===== config.mk =====
export PLATFORM = sky130hd
export DESIGN_NAME = pwm_timer
export DESIGN_NICKNAME = d
export VERILOG_FILES = /design/src/rtl/pwm_timer.sv
export SDC_FILE = /design/constraint.sdc
export NUM_CORES = 1
export LEC_CHECK = 0
export BUFFER_PORTS_ARGS = -buffer_cell sky130_fd_sc_hd__buf_2
export CAP_MARGIN = 20
export CORE_MARGIN = 5
export CORE_UTILIZATION = 37
export DETAILED_ROUTE_END_ITERATION = 12
export SETUP_SLACK_MARGIN = 0.15
export SYNTH_ARGS = -nofsm -noshare
export SYNTH_HDL_FRONTEND = slang
export SYNTH_SLANG_ARGS = --single-unit

===== constraint.sdc =====
create_clock -name clk -period 6.51 [get_ports clk]
set_input_delay 1.302 -clock clk [delete_from_list [all_inputs] [get_ports clk]]
set_output_delay 1.302 -clock clk [all_outputs]
set_load 0.05 [all_outputs]

===== src/rtl/pwm_timer.sv =====
// Multi-channel timer/PWM generator: one prescaled counter (up, down, up-down, one-shot)
// with double-buffered top/compare values and per-channel PWM and match outputs.
module pwm_timer #(
  parameter int COUNTER_SIZE  = 32,
  parameter int CHANNELS      = 4,
  parameter int PRESCALE_SIZE = 8
) (
  input  logic                             clk,
  input  logic                             reset,
  input  logic                             enable,
  input  logic [1:0]                       mode,
  input  logic [PRESCALE_SIZE-1:0]         prescale,
  input  logic [COUNTER_SIZE-1:0]          top,
  input  logic [CHANNELS*COUNTER_SIZE-1:0] compare,
  input  logic                             load,
  input  logic [COUNTER_SIZE-1:0]          load_value,
  output logic [COUNTER_SIZE-1:0]          count,
  output logic                             dir_down,
  output logic                             overflow,
  output logic                             underflow,
  output logic [CHANNELS-1:0]              match,
  output logic [CHANNELS-1:0]              pwm_out,
  output logic                             running
);

  localparam logic [1:0] MODE_UP      = 2'b00;
  localparam logic [1:0] MODE_DOWN    = 2'b01;
  localparam logic [1:0] MODE_UPDOWN  = 2'b10;
  localparam logic [1:0] MODE_ONESHOT = 2'b11;

  localparam logic [COUNTER_SIZE-1:0]  CNT_ONE = COUNTER_SIZE'(1);
  localparam logic [PRESCALE_SIZE-1:0] PRE_ONE = PRESCALE_SIZE'(1);

  logic [COUNTER_SIZE-1:0]  count_reg, count_next;
  logic [PRESCALE_SIZE-1:0] prescaler_reg, prescaler_next;
  logic                     dir_down_reg, dir_down_next;
  logic                     overflow_reg, overflow_next;
  logic                     underflow_reg, underflow_next;
  logic                     running_reg, running_next;
  logic [CHANNELS-1:0]      match_reg, match_next;
  logic [CHANNELS-1:0]      pwm_reg, pwm_next;
  logic [COUNTER_SIZE-1:0]  top_s_reg, top_s_next;
  logic [COUNTER_SIZE-1:0]  cmp_s_reg  [CHANNELS];
  logic [COUNTER_SIZE-1:0]  cmp_s_next [CHANNELS];
  logic                     shadow_upd;
  logic                     tick;

  assign tick = enable && running_reg && (prescaler_reg == prescale);

  always_comb begin
    count_next     = count_reg;
    prescaler_next = prescaler_reg;
    dir_down_next  = dir_down_reg;
    overflow_next  = 1'b0;
    underflow_next = 1'b0;
    running_next   = running_reg;
    shadow_upd     = 1'b0;
    if (load) begin
      count_next     = load_value;
      prescaler_next = '0;
      dir_down_next  = 1'b0;
      running_next   = 1'b1;
      shadow_upd     = 1'b1;
    end else if (!enable) begin
      shadow_upd = 1'b1;
    end else begin
      if (mode != MODE_UPDOWN) dir_down_next = 1'b0;
      if (!running_reg) begin
        prescaler_next = '0;
      end else if (!tick) begin
        prescaler_next = prescaler_reg + PRE_ONE;
      end else begin
        prescaler_next = '0;
        case (mode)
          MODE_UP, MODE_ONESHOT: begin
            if (count_reg == top_s_reg) begin
              count_next    = '0;
              overflow_next = 1'b1;
              shadow_upd    = 1'b1;
              if (mode == MODE_ONESHOT) running_next = 1'b0;
            end else begin
              count_next = count_reg + CNT_ONE;
            end
          end
          MODE_DOWN: begin
            // Reload from the incoming top, which becomes the shadow on this same edge.
            if (count_reg == '0) begin
              count_next     = top;
              underflow_next = 1'b1;
              shadow_upd     = 1'b1;
            end else begin
              count_next = count_reg - CNT_ONE;
            end
          end
          default: begin
            if (!dir_down_reg) begin
              if (count_reg == top_s_reg) begin
                dir_down_next = 1'b1;
                overflow_next = 1'b1;
                count_next    = (top_s_reg == '0) ? '0 : top_s_reg - CNT_ONE;
              end else begin
                count_next = count_reg + CNT_ONE;
              end
            end else begin
              // Centre-aligned periods only re-latch their limits at the bottom turn.
              if (count_reg == '0) begin
                dir_down_next  = 1'b0;
                underflow_next = 1'b1;
                shadow_upd     = 1'b1;
                count_next     = (top == '0) ? '0 : CNT_ONE;
              end else begin
                count_next = count_reg - CNT_ONE;
              end
            end
          end
        endcase
      end
    end
  end

  assign top_s_next = shadow_upd ? top : top_s_reg;

  // PWM levels come from next-state count and shadows so they stay consistent across updates.
  generate
    for (genvar gi = 0; gi < CHANNELS; gi++) begin : g_chan
      assign cmp_s_next[gi] = shadow_upd ? compare[gi*COUNTER_SIZE +: COUNTER_SIZE] : cmp_s_reg[gi];
      assign pwm_next[gi]   = (count_next < cmp_s_next[gi]);
      assign match_next[gi] = tick && !load && (count_reg == cmp_s_reg[gi]);

      always_ff @(posedge clk or posedge reset) begin
        if (reset) begin
          cmp_s_reg[gi] <= '0;
        end else begin
          cmp_s_reg[gi] <= cmp_s_next[gi];
        end
      end
    end
  endgenerate

  always_ff @(posedge clk or posedge reset) begin
    if (reset) begin
      count_reg     <= '0;
      prescaler_reg <= '0;
      dir_down_reg  <= 1'b0;
      overflow_reg  <= 1'b0;
      underflow_reg <= 1'b0;
      running_reg   <= 1'b1;
      match_reg     <= '0;
      pwm_reg       <= '0;
      top_s_reg     <= '1;
    end else begin
      count_reg     <= count_next;
      prescaler_reg <= prescaler_next;
      dir_down_reg  <= dir_down_next;
      overflow_reg  <= overflow_next;
      underflow_reg <= underflow_next;
      running_reg   <= running_next;
      match_reg     <= match_next;
      pwm_reg       <= pwm_next;
      top_s_reg     <= top_s_next;
    end
  end

  assign count     = count_reg;
  assign dir_down  = dir_down_reg;
  assign overflow  = overflow_reg;
  assign underflow = underflow_reg;
  assign match     = match_reg;
  assign pwm_out   = pwm_reg;
  assign running   = running_reg;

endmodule


**Word-level counts from Yosys, hierarchy flattened**

Index checks and enable logic that the tools add are counted.

- Add/sub/neg operators: 4
- $mul: 0
- Div/mod/pow operators: 0
- Magnitude comparators: 4
- Equality and inequality tests: 9
- Shift operators: 0
- Muxes and demuxes: 55
- Bitwise gates (word level): 0
- Reductions and logical operators: 15

Operators by type and width:

| kind | count |
|---|---|
| $mux W32 | 14 |
| $eq A32 B32 Y1 | 5 |
| $lt A32 B32 Y1 | 4 |
| $logic_not A32 Y1 | 3 |
| $pmux W32 S2 | 1 |
| $sub A32 B1 Y32 const B | 2 |
| $mux W1 | 33 |
| $add A32 B1 Y32 const B | 1 |
| $mux W8 | 4 |
| $add A8 B1 Y8 const B | 1 |
| $eq A8 B8 Y1 | 1 |
| $logic_and A1 B1 Y1 | 7 |
| $pmux W1 S2 | 3 |
| $reduce_or A3 Y1 | 1 |
| $eq A2 B1 Y1 const B | 1 |
| $eq A2 B2 Y1 const B | 1 |
| $logic_not A2 Y1 | 1 |
| $ne A2 B2 Y1 const B | 1 |
| $reduce_bool A2 Y1 | 1 |
| $reduce_or A2 Y1 | 1 |
| $logic_not A1 Y1 | 1 |

- Flip-flop bits (word level): 212
- Bits in latches: 0
- Bits in writable memories: 0
- Bits in read-only memories: 0
- Input port bits: 206
- Logic and storage cells: 100
- Memories kept: 0

**Longest topological paths before layout**

- Depth after elaboration: 10
- Mapped depth: 22
- Gate-level depth less buffers: 19

**Worst setup path before layout**

Ideal clock, no wire load.

- Path type: reg-to-reg
- From: reg count_reg[14], in the netlist count[14]
- To: reg pwm_reg[0], in the netlist pwm_out[0]
- Library setup time: 0.072 ns
- Data arrival time: 4.980 ns
- Setup slack: 1.458 ns
- Cell stages (with the launch flop): 20
- Path buffers: 3
- Cells stage by stage: dfrtp_1 -> buf_6 -> or4_4 -> or4_1 -> clkbuf_1 -> or3_1 -> buf_2 -> a211oi_1 -> nor3_1 -> or4_1 -> a2bb2oi_1 -> ha_1 -> a21o_1 -> a21o_1 -> a21oi_1 -> o21ai_0 -> a221o_1 -> o2111ai_1 -> o21ai_0 -> nor2_1

RTL lines:

| item | RTL line | source |
|---|---|---|
| start: declaration | 34 | `logic [COUNTER_SIZE-1:0] count_reg, count_next;` |
| start signal: assignment | 152 | `count_reg <= count_next;` |
| $eq A32 B32 Y1 / $logic_not A32 Y1 (equally long branches) | n/a |  |
| $mux W32 (on tied branches) | 97, 106 |  |
| $mux W32 | 96 | `if (!dir_down_reg) begin` |
| $pmux W32 S2 (*) | 74 | `case (mode)` |
| $mux W32 (*) | 70 | `end else if (!tick) begin` |
| $mux W32 (*) | 68 | `if (!running_reg) begin` |
| $mux W32 (*) | 64 | `end else if (!enable) begin` |
| $mux W32 (*) | 58 | `if (load) begin` |
| named net count_next[9] | 34 |  |
| $lt A32 B32 Y1 (*) | 127 | `assign pwm_next[gi] = (count_next < cmp_s_next[gi]);` |
| named net pwm_next[0] | 41 | `logic [CHANNELS-1:0] pwm_reg, pwm_next;` |
| end signal: assignment | 159 | `pwm_reg <= pwm_next;` |
| end: declaration | 41 |  |

Mark *: on every way through the listed nets, which the timed path passes. The rest lies on a longest branch.
A chain may end at the register's enable or synchronous reset.

**Final worst setup path**

- From: reg count_reg[16], in the netlist count[16]
- To: reg pwm_reg[3], in the netlist pwm_out[3]

- Cells in the longest elaborated chain, start to end: 10

RTL lines:

| item | RTL line |
|---|---|
| parallel branches: the longest is 9 deep, another holds $add A32 B1 Y32 | n/a |
| $lt A32 B32 Y1 (*) | 127 |
| named net pwm_next[3] | 41 |

Mark *: on every way through the listed nets, which the timed path passes.

==> summary.txt <==
Run status
  – Status: complete, no violations

Logic synthesis
  – Synth Flop Type: dfrtp_1
  – Synthesized cell area: 0.0164 mm²
  – Synth Net Count: 2094
  – Post-synth cell types: 82
  – Post-synth top area share: 27.3%
  – Synth Warn #: 0
  – Ys async rst share: 100%
  – Post-synth EDFFs: 0
  – Cell taking the most area after synthesis: dfrtp_1
  – Post-Syn Instances: 1753
  – Seq/Total Area, Yosys: 32.6%
  – Synth area leaders: dfrtp_1 (27%), ha_1 (10%), xor2_1 (10%), mux2i_1 (7.4%), dfstp_2 (5.3%)
  – Synth Register Bits: 212
  – Avg Inst Size Synth: 9.35 µm²

Drt
  – Via total after detailed routing: 15100
  – DRT Pass-1 Iters: 5
  – WL final: 69.3 mm
  – WL met3: 5.27 mm
  – DR iter-0 viols: 1618
  – Highest metal used: met4
  – DRC viols: 0
  – Metal-1 WL: 29.2 mm
  – Met2 Wirelength: 31.8 mm
  – Routed length per instance: 26.3 µm
  – DR vias/cell: 5.75
  – Final antenna-violating net count: 0

Cells and area
  – Area of the multi-input gates: 0.00993 mm²
  – Register area: 0.00535 mm²
  – Fillers: 4358
  – Max reg flops: 128
  – Final Util: 44.1%
  – Commonest non-fill, non-tap cell in the layout: buf_2
  – P&R area growth vs syn: 18.6%
  – Most frequent cells in the layout: buf_2 (249), xor2_1 (192), dfrtp_1 (179)
  – Cell area after layout: 0.0194 mm²
  – Final net count: 2364
  – Layout cells sized above 1: 26.6%

STA
  – Transition time of the tightest slew-check pin: 1120 ps
  – Final setup vio count: 0
  – Layout Skew: 9.46 ps
  – Peak Freq: 163 MHz
  – Final Cycle Share: 94.0%
  – Fin. Hold Viols: 0
  – Tmin final: 6120 ps
  – Normalized max-slew margin: 24.9%
  – RSZ-0062 raised after global routing: no
  – Max Slew Vio Count: 0
  – TNS Setup: 0 ps

Power
  – Comb power frac: 30.5%
  – Sw frac: 36.9%
  – P_leak: 9.45 nW
  – PwrDens: 232 mW/mm²
  – Sw Pwr: 0.00166 W
  – Clk pwr share: 34.3%
  – Sequential power share: 35.2%
  – Peak supply drop: 194 µV
  – Cell-internal power: 0.00285 W

Clock network
  – # clock sinks: 212
  – # hold bufs at CTS: 0
  – CTS clk-pin slew, worst paths: 60 ps
  – Root Buffer: clkbuf_16
  – TritonCTS clock tree: yes
  – Clock Tree Buf Depth: 3
  – Total CTS buffers: 26
  – Clk_lat worst skew: 580 ps
  – Max H-tree Level: 1

Place
  – Placement Cell Area: 0.0185 mm²
  – Routability cong.: 0.989
  – Final HPWL DP: 56.0 mm
  – Port Buffers: 249

Floorplanning
  – Row cnt: 77
  – Core region area: 0.0440 mm²
  – Initial core utilization: 37.2%
  – DIE AREA: 0.0486 mm²
  – Die height: 220 µm
  – Die W: 220 µm
  – Top-Level Pins: 250

Global routing
  – Antenna violations before repair: 0
  – Total track usage: 27.7%
  – Largest net degree at the start of global routing: 166
  – Global-route wire length before repair: 99.7 mm
  – Grt total ovfl: 0
  – Vias in the first global route: 15100

Run
  – MaxCap Viol Count: 0

Worst hold path
  – Worst Hold Class: register to register

Worst setup path
  – CP max FO: 35
  – Worst EP arrival: 6540 ps
  – WS Path Type: register to register
  – Worst setup EP type: register
  – CP startpoint kind: register
  – Critical Path RT: 6940 ps
cell usage after synthesis, types with 45 or more instances:
cell type / number
a21oi_1: 77
clkbuf_1: 54
dfrtp_1: 179
ha_1: 135
inv_1: 67
inv_2: 80
mux2i_1: 121
nand2_1: 89
nand4_1: 45
nor2_1: 77
nor4_1: 75
o21ai_0: 70
xor2_1: 192
worst max-delay path, cell delays in order, from the launching register on:
cell and delay, ps:
dfrtp_1 390, buf_4 160, or4_4 520, or4_1 660, or3_1 570, buf_4 250, o22ai_2 100, a31o_4 460
buf_12 310, buf_12 210, mux2i_1 370, ha_1 220, nand4_1 200, nor4_2 560, nand2_1 100, a311oi_1 670
o22ai_1 130
power groups by stage:
stage	clock network (W)	registers [W]	logic, W
after floorplan	0	0.00163	0.000776
after global placement	0	0.00161	0.00135
after detailed placement	0	0.00161	0.00136
after CTS	0.00158	0.00159	0.00137
after global routing	0.00162	0.00160	0.00148
final	0.00155	0.00159	0.00138
stage by stage:
step / hold WS, ps / total power, W / setup WS [ps] / std cells
after global routing: 534 / 0.00469 / 331 / 2634
final: 506 / 0.00452 / 393 / 2635
after floorplan: 498 / 0.00241 / 1460 / 1753
after detailed placement: 505 / 0.00297 / 350 / 2587
after global placement: 494 / 0.00296 / 342 / 2587
after CTS: 511 / 0.00453 / 305 / 2634
cell type report:
| type | instances | share of cell area (%) |
|---|---|---|
| tap | 592 | 3.81 |
| inverter | 147 | 2.86 |
| clock inverter | 11 | 0.959 |
| sequential | 212 | 27.5 |
| clock buffer | 36 | 3.59 |
| multi-input combinational | 1298 | 51.1 |
| antenna | 1 | 0.0129 |
| timing repair buffer | 338 | 10.2 |
cell families after synthesis:
logic type / synth area share [%]
multiplexers: 10.2
buffers and inverters: 6.94
AO/OA/AOI/OAI: 13.3
XOR/XNOR: 12.6
AND/OR/NAND/NOR: 14.1
adder cells (fa/ha/maj): 10.3
flip-flops: 32.6
path summary, 6_finish.rpt:
| check | start | end | slack (ps) | cells past startpoint |
|---|---|---|---|---|
| setup / recovery | count[16] | pwm_out[3] | 390 | 16 |
| hold / removal | running | running | 510 | 2 |
| setup reg to reg | count[16] | pwm_out[3] | 390 | 16 |
| hold reg to reg | running | running | 510 | 2 |
| max in group asynchronous | reset | cmp_s_reg[59] | 4760 | 3 |
| min in group asynchronous | reset | count[28] | 880 | 3 |
per-layer routing:
layer,track usage [%],vias up
li1,-,6870
met1,38.0,7393
met2,44.6,744
met3,4.17,135
met4,10.3,0
met5,0,-
timing repair:
item / in CTS / in global routing
endpoints found under the setup margin: 0 / 1
hold endpoints to repair: 0 / 0
buffers inserted: 0 / 0
gates resized for setup: 0 / 1
Note: power is estimated with default switching activity, not from simulation.
